===== src/rtl/tx_interface.sv =====
`default_nettype none
// ============================================================================
// tx_interface : ALU result -> ASCII decimal frame ('R' [-] H T U LF) to uart_tx
// Rev 1.0
// ============================================================================
module tx_interface #(
  parameter int DBIT   = 8,
  parameter int SIGNED = 1
) (
  input  logic            clk,
  input  logic            reset_n,
  input  logic            start,
  input  logic [DBIT-1:0] result,
  input  logic            tx_done_tick,
  output logic            tx_start,
  output logic [7:0]      tx_din,
  output logic            busy,
  output logic            done_tick
);

  localparam int              CW        = $clog2(DBIT + 1);
  localparam logic [CW-1:0]   LAST_STEP = CW'(DBIT);
  localparam logic [CW-1:0]   CNT_ONE   = CW'(1);
  localparam logic [DBIT-1:0] MAG_ONE   = DBIT'(1);
  localparam logic [2:0]      IDX_R     = 3'd0;
  localparam logic [2:0]      IDX_H     = 3'd2;
  localparam logic [2:0]      IDX_LF    = 3'd5;

  typedef enum logic [2:0] {IDLE, CONVERT, SEND, WAIT, DONE} state_t;

  state_t          state, state_nx;
  logic [DBIT-1:0] res_q;
  logic [DBIT-1:0] bin_q, bin_nx;
  logic [11:0]     bcd_q, bcd_nx, bcd_adj;
  logic [CW-1:0]   cnt_q, cnt_nx;
  logic [2:0]      idx_q, idx_nx;
  logic            neg_q, neg_nx, neg_calc;
  logic [DBIT-1:0] mag;
  logic [7:0]      din_nx;

  function automatic logic [7:0] char_at(input logic [2:0] idx, input logic [11:0] bcd);
    case (idx)
      3'd0:    char_at = 8'd82;
      3'd1:    char_at = 8'd45;
      3'd2:    char_at = 8'd48 + {4'd0, bcd[11:8]};
      3'd3:    char_at = 8'd48 + {4'd0, bcd[7:4]};
      3'd4:    char_at = 8'd48 + {4'd0, bcd[3:0]};
      default: char_at = 8'd10;
    endcase
  endfunction

  // Magnitude taken in DBIT bits read as unsigned, so the most negative value maps to 2^(DBIT-1).
  assign neg_calc = (SIGNED != 0) && res_q[DBIT-1];
  assign mag      = neg_calc ? (~res_q + MAG_ONE) : res_q;

  always_comb begin
    for (int d = 0; d < 3; d++) begin
      bcd_adj[4*d +: 4] = (bcd_q[4*d +: 4] >= 4'd5) ? bcd_q[4*d +: 4] + 4'd3 : bcd_q[4*d +: 4];
    end
  end

  always_comb begin
    state_nx = state;
    bin_nx   = bin_q;
    bcd_nx   = bcd_q;
    cnt_nx   = cnt_q;
    idx_nx   = idx_q;
    neg_nx   = neg_q;
    case (state)
      IDLE: begin
        if (start) begin
          state_nx = CONVERT;
          cnt_nx   = '0;
        end
      end
      CONVERT: begin
        // Step 0 loads the magnitude; steps 1..DBIT are the double-dabble shifts.
        if (cnt_q == '0) begin
          bin_nx = mag;
          bcd_nx = '0;
          neg_nx = neg_calc;
        end else begin
          {bcd_nx, bin_nx} = {bcd_adj, bin_q} << 1;
        end
        if (cnt_q == LAST_STEP) begin
          state_nx = SEND;
          idx_nx   = IDX_R;
        end else begin
          cnt_nx = cnt_q + CNT_ONE;
        end
      end
      SEND: state_nx = WAIT;
      WAIT: begin
        if (tx_done_tick) begin
          if (idx_q == IDX_LF) begin
            state_nx = DONE;
          end else begin
            state_nx = SEND;
            idx_nx   = (idx_q == IDX_R && !neg_q) ? IDX_H : idx_q + 3'd1;
          end
        end
      end
      DONE:    state_nx = IDLE;
      default: state_nx = IDLE;
    endcase
    din_nx = char_at(idx_nx, bcd_nx);
  end

  always_ff @(posedge clk or negedge reset_n) begin
    if (!reset_n) begin
      state     <= IDLE;
      res_q     <= '0;
      bin_q     <= '0;
      bcd_q     <= '0;
      cnt_q     <= '0;
      idx_q     <= '0;
      neg_q     <= 1'b0;
      tx_start  <= 1'b0;
      tx_din    <= '0;
      busy      <= 1'b0;
      done_tick <= 1'b0;
    end else begin
      state <= state_nx;
      bin_q <= bin_nx;
      bcd_q <= bcd_nx;
      cnt_q <= cnt_nx;
      idx_q <= idx_nx;
      neg_q <= neg_nx;
      if (state == IDLE && start) begin
        res_q <= result;
      end
      // Outputs follow the next state so each one is a clean register.
      tx_start  <= (state_nx == SEND);
      busy      <= (state_nx == CONVERT) || (state_nx == SEND) || (state_nx == WAIT);
      done_tick <= (state_nx == DONE);
      if (state_nx == SEND) begin
        tx_din <= din_nx;
      end
    end
  end

endmodule
`default_nettype wire


===== config.mk =====
export PLATFORM = sky130hd
export DESIGN_NAME = tx_interface
export DESIGN_NICKNAME = d
export VERILOG_FILES = /design/src/rtl/tx_interface.sv
export SDC_FILE = /design/constraint.sdc
export NUM_CORES = 1
export LEC_CHECK = 0
export ABC_AREA = 1
export BUFFER_PORTS_ARGS = -buffer_cell sky130_fd_sc_hd__buf_2
export CAP_MARGIN = 20
export CORE_MARGIN = 2
export CORE_UTILIZATION = 60
export CTS_CLUSTER_SIZE = 24
export DETAILED_ROUTE_END_ITERATION = 10
export GPL_TIMING_DRIVEN = 0
export PLACE_DENSITY = 0.79
export SYNTH_ARGS = -nofsm -noshare
export SYNTH_HDL_FRONTEND = slang
export SYNTH_SLANG_ARGS = --single-unit

===== constraint.sdc =====
create_clock -name clk -period 5.1 [get_ports clk]
set_input_delay 0.255 -clock clk [delete_from_list [all_inputs] [get_ports clk]]
set_output_delay 0.255 -clock clk [all_outputs]
set_load 0.01 [all_outputs]

# Word level (Yosys, flattened, before mapping)
# Index checks and enable logic that the tools add are counted.
# totals
regBits	50
input_bits	12
output_inout_bits	11
# op_classes
add_sub_neg	9
order_cmp	3
eq_ne	15
n_mux	21
bitwise_logic	1
n_reduce_logical	12
# ops
op	count
7-bit one-hot mux with 5 select lines	1
3-bit 2-to-1 mux	9
12-bit 2-to-1 mux	2
6-bit by 4-bit adder with 7-bit output, first input constant	3
3-bit by 2-bit equality test with 1-bit output, second input constant	6
4-bit 2-to-1 mux	4
8-bit 2-to-1 mux	2
4-bit by 3-bit greater-or-equal comparator with 1-bit output, second input constant	3
3-bit one-hot mux with 4 select lines	1
3-bit by 1-bit equality test with 1-bit output, second input constant	3
3-bit equality test, second input constant	3
3-bit zero test	3
4-bit by 2-bit adder with 4-bit output, second input constant	2
8-bit by 1-bit adder with 8-bit output, second input constant	1
8-bit NOT	1
4-bit one-hot mux with 2 select lines	1
3-bit one-hot mux with 2 select lines	1
4-bit by 1-bit adder with 4-bit output, second input constant	1
4-bit equality test, second input constant	1
4-bit zero test	1
2-bit != test, second input constant	2
3-bit by 1-bit adder with 3-bit output, second input constant	1
3-bit by 2-bit adder with 3-bit output, second input constant	1
3-bit AND reduction	1
other kinds (5)	7

# Depth between registers and ports, before layout
# Gate-level depths: netlist of the first run.
# depth
depth_word	8
mapped_depth	16
mapped_depth_nobuf	16

# Least setup slack after synthesis of the first run
# Ideal clock, no wire load.
# synth_timing
kind	reg2reg
startpoint	register idx_q[1]
endpoint	register tx_din[1]
setup_time_ps	117
arrival_ps	1622
slack_ps	3361
path_stages_with_launch	14
period_less_slack_ps	1739
path_cell_list	dfrtp_1 inv_1 ha_1 nand2_1 nand2_1 inv_1 nand3_1 nand2_2 nand2_4 buf_6 o21ai_2 nand3_1 nor2_1 nor2_1
# synth_between
elab_chain_len	8
# synth_lines
item	line	rtl
start, declared	36	logic [2:0] idx_q, idx_nx;
start signal, assigned	127	idx_q <= idx_nx;
branches (longest 5 deep; another with 3-bit by 1-bit adder with 3-bit output)	n/a	
3-bit one-hot mux with 2 select lines (*)	69	case (state)
via idx_nx[1]	36	
3-bit equality test, or another cell as far along	42	case (idx)
7-bit one-hot mux with 5 select lines (*)	42	
end signal, assigned	137	tx_din <= din_nx;
end, declared	16	output logic [7:0] tx_din,
# Mark *: on every way through the listed nets, which the timed path passes.
# A chain may end at the register's enable or synchronous reset.

# Worst setup path in the final report of the first run
# layout_timing
startpoint	register idx_q[1]
endpoint	register tx_din[2]
# Same word-level chain as after synthesis.

==> results of run 1 <==
## through the flow
stage               util (%)  hold WS [ps]  total power, mW
floorplan                  -        -40.59            1.401
global placement       67.40         447.2            1.609
detailed placement     67.40         453.7            1.649
CTS                    70.04         136.4            1.943
global route           70.72         136.8            2.120
finish                 70.72         139.0            1.943
## cell usage after synthesis (all sizes together)
| cell | count |
|---|---|
| xor2 | 5 |
| nor3b | 1 |
| o21ai | 23 |
| xnor2 | 1 |
| o211ai | 6 |
| nand3 | 32 |
| nand2 | 116 |
| buf | 5 |
| nor3 | 4 |
| conb | 1 |
| o21bai | 1 |
| o22ai | 4 |
| nand4 | 8 |
| ha | 12 |
| inv | 47 |
| nor2 | 32 |
| dfrtp | 49 |
| a21oi | 9 |
| clkbuf | 2 |
| o31ai | 2 |
| or3 | 1 |
| o221ai | 1 |
## per-layer routing
layer	share of wire (%)	vias up	track usage, %	wire length [µm]
li1	-	1218	-	-
met1	46	1129	32.97	2751
met2	49	47	40.77	2894
met3	3.1	9	4.722	182
met4	1.6	0	7.819	95
met5	0	-	0	0
## worst min-delay path, stage by stage
cell and delay, ps:
buf_2 70, nand2_1 40, nand2_1 40
## area by class of cell
class | count | area [µm²]
Buffer | 7 | 46.29
Clock buffer | 7 | 86.33
Clock inverter | 1 | 30.03
Fill cell | 384 | 1292
Inverter | 47 | 176.4
Multi-Input combinational cell | 259 | 1356
Sequential cell | 49 | 1226
Tap cell | 52 | 65.06
Timing Repair Buffer | 23 | 135.1
## timing repair
item | in CTS | in global routing
resized for setup | 0 | 0
hold endpoints to repair | 0 | 13
hold buffers | 0 | 1
## registers in the layout (all words and copies together) (netlist names)
register	flops
bin_q	8
bcd_q	12
res_q	8
tx_start	1
idx_q	3
state	3
neg_q	1
done_tick	1
tx_din	7
busy	1
cnt_q	4
## path summary, 6_finish.rpt
check | to | slack [ps]
min | res_q[5]$_DFFE_PN0P_ | 140
min reg2reg | tx_din[4]$_DFFE_PN0P_ | 480
max in group asynchronous | state[2]$_DFF_PN0_ | 4220
min in group asynchronous | res_q[7]$_DFFE_PN0P_ | 370
max | tx_din[2]$_DFFE_PN0P_ | 3090
max reg2reg | tx_din[2]$_DFFE_PN0P_ | 3090
## where the power goes
part	leakage, nW	switching, mW	internal [mW]
clock network	0.0585	0.130	0.160
registers	0.633	0.113	0.537
logic	0.923	0.655	0.347
total	1.61	0.898	1.04
## kinds of logic (layout without fill, tap and decap cells)
logic type	count (synthesis)	count (layout)	share of synthesized area, %
AO/OA/AOI/OAI	46	46	9.723
XOR/XNOR	6	6	1.873
adder cells (fa/ha/maj)	12	12	5.352
buffers and inverters	54	85	7.939
flip-flops	49	49	43.71
other	1	1	0.1337
AND/OR/NAND/NOR	194	194	31.27
==> qor.csv, run 1 <==
stage,metric,value,unit
setup_path,slowest_delay,410,ps
grt,grt_use_total,24.66,%
setup_path,worst-path-buf-inv,3,
setup_path,cp.arrival,2200,ps
sta,fin_setup_tns,0,ps
routing,dr.pass1.iters,4,
worst_hold_path,whs_path_depth,3,
die,std_cell_rows,24,
placed_design,dp_hpwl,4275,µm
synth,synth_area_leaders,"dfrtp_1, nand2_1, inv_1",
synth,avgSynthCellArea,7.749,µm²
sta,hold_violations,0,
setup_path,startpoint_type,register,
routing,ant_nets,0,
synth,ys_types,33,
die,core-area,4414,µm²
placed_design,finalWeightedCongestion,0.8621,
synth,synth-seq-cells,49,
setup_path,crit_path_top_delay_cell,dfrtp_1,
clock_network,cts_root_buffer,clkbuf_8,
synth,synthesis.instances,362,
clock_network,path_clk_slew,100,ps
outcome,outcome,"finished, final reports clean",
worst_hold_path,hp-start,result[5],
synth,yosysTopAreaCell,dfrtp_1,
layout,area_growth,11.28,%
routing,num_vias,2403,
sta,final-setup-viol-count,0,
setup_path,path_class,register to register,
die,initial_utilization,63.55,%
setup_path,crit_path_start,idx_q[1]$_DFF_PN0_,
layout,drive_gt1_share,14.50,%
synth,synth_area,2805,µm²
sta,clock_skew,17.29,ps
setup_path,ff2ff_path_depth,15,
routing,vias_per_cell,5.400,
clock_network,cts_tree,done,
routing,drt_wl_total,5923,µm
layout,final_cell_mix,"nand2_1, dfrtp_1, inv_1",
sta,slew_violations,0,
setup_path,r2r_start,idx_q[1]$_DFF_PN0_,
layout,fin_cells,445,
pwr,p_leak,1.614,nW
pwr,power_density,622.5,nW/µm²
synth,synth_fp_nets,386,
sta,period_share,39.47,%
clock_network,numCtsBuffers,5,
sta,setup_ws,3087,ps
layout,nNetsFinal,416,
placed_design,post-place-cells,435,
routing,drt_iter0_drc,162,
clock_network,htree_levels,2,
die,die_x,72.38,µm
die,dieArea,5238,µm²
setup_path,endpoint_kind,register,
grt,grt_pass1_wl,10030,µm
die,io_pins,23,
clock_network,cts_sinks,49,
layout,final_common_cell,nand2_1,
run,cap_violations,0,
grt,grt-ovfl-total,0,
synth,yosysWarnings,0,
placed_design,dp_slack,3112,ps
clock_network,postCtsSetupBuffers,0,
sta,min_period,2013,ps
sta,timing.fmax,496.8,MHz
die,die_y,72.38,µm
synth,ys_seq_area_share,43.71,%
clock_network,clk_latency,310,ps
setup_path,path_max_fanout,10,
setup_path,cpMostUsedCell,nand2_1,
grt,grt_pass1_vias,2251,
layout,n_antenna_cell,0,
setup_path,worstPathRequired,5290,ps
layout,fin_area,3122,µm²
routing,drc_errors,0,
grt,grt_max_degree,50,
synth,netlist.area_leader.share,43.71,%
setup_path,critPathTopFamily,simple AND/OR/NAND/NOR gates,
worst_hold_path,min_path_type,input pin to register,
routing,wl_per_cell,13.31,µm
clock_network,cts_buffer_depth,2,
sta,rsz0062_at_grt,no,
setup_path,path_depth,15,
placed_design,place.port_buffers,21,
pwr,vdd_drop_max,0.3254,mV
grt,antenna_found_initial,0,
placed_design,post_dp_cell_area,2975,µm²
setup_path,path_cells,inv_1 -> ha_1 -> nand2_1 -> nand2_1 -> inv_1 -> nand3_1 -> nand2_2 -> nand2_4 -> buf_6 -> nand3_1 -> nor2_1 -> nor2_1 -> nand2_1 -> nand2_1 -> nand2_1,
(Power assumes the default switching activity.)
==> run 2: changes to the inputs <==
- CORE_UTILIZATION: 60 -> 54
- PLACE_DENSITY: 0.79 -> 0.75
- clock period: 5.1 -> 1.6 ns (I/O delays scaled with it)
==> run 2 against run 1 <==
  * The flow now finishes with violations (negative setup slack)
  * Flip-flop and latch count is the same
  * Non-clock buffer count grew 36
  * Register-to-register slack lost 3300 ps
  * Utilization grew 1.4 points
  * Largest power group unchanged
==> qor.csv, run 2 (synthesis results as in run 1) <==
stage,metric,value,unit
grt,antenna_found_initial,0,
sta,fin_setup_tns,-1065,ps
clock_network,cts_buffer_depth,2,
grt,grt_use_total,23.79,%
setup_path,path_cells,inv_2 -> ha_4 -> nand2_4 -> nand2_4 -> inv_4 -> nand2_2 -> nand2_2 -> nand2_2 -> nand2_4 -> buf_6 -> o21ai_2 -> nand3_1 -> nor2_1 -> nor2_1,
grt,gr-usage-met3,4.147,%
layout,drive_gt1_share,30.30,%
sta,min_period,1801,ps
layout,final_cell_mix,"nand2_1, dfrtp_1, inv_1",
layout,fin_area,3662,µm²
sta,timing.fmax,555.3,MHz
routing,wl_per_cell,13.67,µm
layout,reg.largest.list,"bcd_q: 12 flops, bin_q: 8 flops, res_q: 8 flops",
sta,final-setup-viol-count,7,
grt,grt-ovfl-total,0,
sta,slew_violations,0,
setup_path,startpoint_type,register,
routing,drc_errors,0,
die,io_pins,23,
die,die_y,76.08,µm
pwr,p_leak,1.800,nW
clock_network,numCtsBuffers,5,
sta,timing.hold.ws,138.9,ps
pwr,p_seq_share,28.6,%
layout,area_growth,30.55,%
pwr,power_density,2019,nW/µm²
sta,hold_violations,0,
run,cap_violations,0,
sta,period_share,112.6,%
layout,n_antenna_cell,0,
sta,setup_ws,-201.0,ps
routing,ant_nets,0,
pwr,vdd_drop_max,1.275,mV
die,std_cell_rows,26,
grt,grt_pass1_vias,2574,
placed_design,place.port_buffers,21,
pwr,report.power.total,7.395,mW
routing,num_vias,2621,
layout,nNetsFinal,452,
pwr,pwr-share-comb,61.4,%
setup_path,path_max_fanout,6,
clock_network,cts_tree,done,
pwr,p_clk_share,10.1,%
routing,dr.pass1.iters,4,
die,die_x,76.08,µm
sta,rsz0062_at_grt,yes,
layout,fill_cells,384,
die,dieArea,5787,µm²
pwr,power.switching,3.459,mW
setup_path,path_class,register to register,
layout,largest-register,bcd_q,
setup_path,slowest_delay,420,ps
grt,grt_util_met2,41.16,%
routing,vias_per_cell,5.253,
pwr,p_int,3.937,mW
clock_network,htree_levels,2,
clock_network,cts_sinks,49,
placed_design,dp_hpwl,4274,µm
routing,drt_wl_total,6820,µm
sta,clock_skew,12.63,ps
worst_hold_path,min_path_type,input pin to register,
placed_design,finalWeightedCongestion,0.8474,
clock_network,cts_root_buffer,clkbuf_8,
routing,drt_iter0_drc,195,
grt,grt_pass1_wl,11260,µm
setup_path,endpoint_kind,register,
die,core-area,5075,µm²
setup_path,crit_path_top_delay_cell,dfrtp_1,
clock_network,clk_latency,310,ps
clock_network,path_clk_slew,100,ps
outcome,violations,negative setup slack,
pwr,p_sw_share,46.77,%
outcome,outcome,"complete, but fails checks",
setup_path,cp.arrival,2020,ps
grt,grt_max_degree,50,
placed_design,dp_slack,-267.9,ps
layout,final_common_cell,nand2_1,
placed_design,post_dp_cell_area,3019,µm²
layout,largest_reg_flops,12,
grt,gr-max-usage-layer,met2,
setup_path,worstPathRequired,1810,ps
grt,grt_use_met1,30.13,%
die,initial_utilization,55.28,%
run 2: cell count changes in the layout (fill, tap and decap cells not counted), moves of 5 or more:
cell           delta
buf_4            +26
nor2_1            -8
inv_2             +7
nand3_1           -5
nand2_2           +5
nand2_1           -8
dlygate4sd3_1     +8
nor2_4            +7
inv_1             -9
run 2: layout make-up:
type / instances / area [µm²] / share of cell area (%)
clock inverters: 3 / 22.52 / 0.6150
clock buffers: 5 / 68.82 / 1.879
inverters: 47 / 181.4 / 4.954
well taps: 70 / 87.58 / 2.392
multi-input cells: 259 / 1568 / 42.81
flip-flops and latches: 49 / 1230 / 33.58
plain buffers: 7 / 53.80 / 1.469
repair buffers: 59 / 450.4 / 12.30
run 2: layer usage:
metal	wire, µm	up-vias
met5	0	-
met4	140	0
met3	233	15
met2	3434	66
met1	3012	1248
li1	-	1292
run 2: repair_timing:
| item | CTS | global route |
|---|---|---|
| resized for setup | 37 | 27 |
| hold endpoints to repair | 7 | 14 |
| buffers inserted | 14 | 13 |
| pin swaps | 13 | 17 |
| hold buffers | 7 | 2 |
| endpoints found under the setup margin | 7 | 19 |
| gates cloned | 0 | 1 |
run 2: metrics by stage:
step,utilization (%),instances
4_1_cts,67.01,482
6_report,72.16,499
3_5_place_dp,59.49,453
2_1_floorplan,-,362
3_3_place_gp,59.49,453
5_1_grt,72.16,499
run 2: worst paths after layout:
check                           slack (ps)  cells after the start             startpoint                    end
worst max-delay path                  -200                     14     idx_q[1]$_DFF_PN0_  tx_din[3]$_DFFE_PN0P_
worst min-delay path                   140                      3           tx_done_tick    done_tick$_DFF_PN0_
worst max register to register        -200                     14     idx_q[1]$_DFF_PN0_  tx_din[3]$_DFFE_PN0P_
worst min register to register         490                      2  tx_din[0]$_DFFE_PN0P_  tx_din[0]$_DFFE_PN0P_
max in group asynchronous              890                      3                reset_n     state[0]$_DFF_PN0_
min in group asynchronous              190                      2                reset_n   res_q[2]$_DFFE_PN0P_
run 2: power groups by stage:
stage | combinational [mW] | clock, mW | sequential, mW
after CTS | 3.82 | 0.753 | 2.09
final | 4.54 | 0.744 | 2.11
after global placement | 3.10 | 0 | 2.08
after detailed placement | 3.20 | 0 | 2.10
after global routing | 5.03 | 0.801 | 2.18
after floorplan | 2.43 | 0 | 2.07
run 2: critical path: cells and delay by family, from the launching register on:
family | cells | cell delay (ps)
flops | 1 | 420
compound gates | 1 | 150
simple gates | 9 | 650
buf+inv | 3 | 320
fa+ha+maj | 1 | 150
==> run 3: changes to the inputs <==
- CORE_UTILIZATION: 54 -> 41
- PLACE_DENSITY: 0.75 -> unset
==> run 3 against run 2 <==
  * The flow still finishes with violations (negative setup slack)
  * Register-to-register slack better by 60 ps
  * Via count down 5.6%
  * Wire length down 7.5%
  * Power down 4.4%
  * Global-route usage down 5.7 points
  * Largest cell class unchanged
  * Largest power group unchanged
==> qor.csv, run 3 (synthesis results as in run 1) <==
stage,metric,value,unit
outcome,outcome,"complete, but fails checks",
outcome,violations,negative setup slack,
setup_path,reg2reg_slack,-140,ps
die,dieArea,7519,µm²
worst_hold_path,min_path_type,input pin to register,
setup_path,worstPathRequired,1810,ps
layout,largest-register,bcd_q,
run,cap_violations,0,
clock_network,cts_root_buffer,clkbuf_8,
sta,slew_violations,0,
pwr,p_leak,1.762,nW
grt,grt-ovfl-total,0,
setup_path,crit_path_start,idx_q[0]$_DFF_PN0_,
sta,hold_violations,0,
die,die_x,86.72,µm
clock_network,cts_tree,done,
die,initial_utilization,41.75,%
layout,nNetsFinal,442,
layout,final_common_cell,nand2_1,
grt,gr-max-usage-layer,met2,
setup_path,crit_path_top_delay_cell,dfrtp_2,
placed_design,finalWeightedCongestion,0.8498,
routing,wl_per_cell,12.65,µm
routing,drc_errors,0,
setup_path,endpoint_kind,register,
sta,min_period,1737,ps
grt,grt_util_met2,30.49,%
clock_network,htree_levels,2,
layout,area_growth,27.48,%
routing,num_vias,2474,
grt,gr-usage-met3,3.429,%
clock_network,numCtsBuffers,5,
setup_path,worst-path-buf-inv,2,
sta,setup_ws,-136.5,ps
setup_path,r2r_end,tx_din[2]$_DFFE_PN0P_,
routing,drt_wl_total,6311,µm
layout,drive_gt1_share,27.68,%
placed_design,dp_hpwl,4335,µm
setup_path,endpoint,tx_din[2]$_DFFE_PN0P_,
pwr,power_density,1977,nW/µm²
setup_path,critPathTopFamily,simple AND/OR/NAND/NOR gates,
grt,grt_pass1_vias,2364,
setup_path,r2r_start,idx_q[0]$_DFF_PN0_,
layout,fin_cells,499,
die,std_cell_rows,30,
sta,period_share,108.5,%
sta,final-setup-viol-count,7,
layout,largest_reg_flops,12,
clock_network,cts_sinks,49,
setup_path,path_cells,ha_4 -> nand2_4 -> nand2_4 -> inv_4 -> nand3_2 -> nand2_2 -> nand2_4 -> buf_6 -> nand3_2 -> nor2_1 -> nor2_1 -> nand2_1 -> nand2_1 -> nand2_1,
die,io_pins,23,
grt,grt_use_met1,24.50,%
setup_path,path_depth,14,
layout,final_cell_mix,"nand2_1, dfrtp_1, inv_1",
setup_path,slowest_delay,470,ps
layout,n_antenna_cell,0,
setup_path,path_max_fanout,5,
clock_network,path_clk_slew,90,ps
clock_network,clk_latency,300,ps
grt,antenna_found_initial,0,
placed_design,post-place-cells,464,
routing,ant_nets,0,
layout,reg.largest.list,"bcd_q: 12 flops, bin_q: 8 flops, res_q: 8 flops",
sta,timing.fmax,575.9,MHz
grt,grt_pass1_wl,10920,µm
sta,clock_skew,9.976,ps
grt,grt_use_total,18.10,%
layout,fin_util,53.22,%
setup_path,startpoint_type,register,
pwr,vdd_drop_max,1.240,mV
die,die_y,86.72,µm
setup_path,path_class,register to register,
sta,rsz0062_at_grt,yes,
setup_path,cp.arrival,1940,ps
routing,vias_per_cell,4.958,
die,core-area,6719,µm²
routing,dr.pass1.iters,4,
clock_network,cts_buffer_depth,2,
routing,drt_iter0_drc,152,
setup_path,ff2ff_path_depth,14,
grt,grt_max_degree,32,
placed_design,place.port_buffers,21,
==> run 3: cell count changes in the layout (fill, tap and decap cells not counted), sizes merged <==
| cell | delta |
|---|---|
| nand2 | +1 |
| bufinv | +1 |
| clkinvlp | -2 |
| buf | -10 |
==> run 3: worst min-delay path by stage <==
stage / from / endpoint / depth (start not counted) / slack (ps)
finish: tx_done_tick / done_tick$_DFF_PN0_ / 3 / 130
CTS: tx_done_tick / done_tick$_DFF_PN0_ / 3 / 120
global placement: result[2] / res_q[2]$_DFFE_PN0P_ / 3 / 270
detailed placement: reset_n / bcd_q[5]$_DFF_PN0_ / 1 / 70
global route: tx_done_tick / done_tick$_DFF_PN0_ / 3 / 130
floorplan: reset_n / bcd_q[0]$_DFF_PN0_ / 0 / -220
==> run 3: power by group <==
group	internal, mW	switching (mW)
Combinational	1.61	2.46
Sequential	1.72	0.360
Clock	0.508	0.415
==> run 3: metal layers <==
layer,vias to the layer above,wire [µm]
met3,5,178
met2,37,3118
li1,1272,-
met1,1160,2956
met5,-,0
met4,0,58
==> run 3: stage by stage <==
step | hold slack (ps) | worst slack (ps) | setup TNS (ps) | cell area (µm²) | total power, mW
2_1_floorplan | -215.6 | -46.94 | -166.4 | 2826 | 4.507
3_3_place_gp | 274.5 | -276.8 | -1835 | 3032 | 5.250
3_5_place_dp | 68.19 | -277.6 | -1878 | 3052 | 5.291
4_1_cts | 117.6 | -139.3 | -580.0 | 3488 | 6.815
5_1_grt | 132.4 | -268.4 | -1715 | 3576 | 7.711
6_report | 128.2 | -136.5 | -625.6 | 3576 | 7.068
==> run 3: timing repair <==
action / in CTS / in global routing
buffers inserted: 10 / 6
endpoints found under the hold margin: 26 / 0
gates resized for setup: 36 / 18
endpoints found under the setup margin: 8 / 16
hold buffers: 9 / 0
pin swaps: 18 / 10
gates cloned: 2 / 0
==> run 3: area by class of cell <==
type | instances | area, µm²
Buffer | 7 | 57.56
Clock buffer | 6 | 82.58
Clock inverter | 2 | 37.54
Fill cell | 636 | 3143
Inverter | 47 | 178.9
Multi-Input combinational cell | 260 | 1543
Sequential cell | 49 | 1230
Tap cell | 80 | 100.1
Timing Repair Buffer | 48 | 346.6
==> run 3: worst min-delay path, delay by kind of cell <==
kind | cells | cell delay, ps
buf+inv | 2 | 250
simple gates | 1 | 70
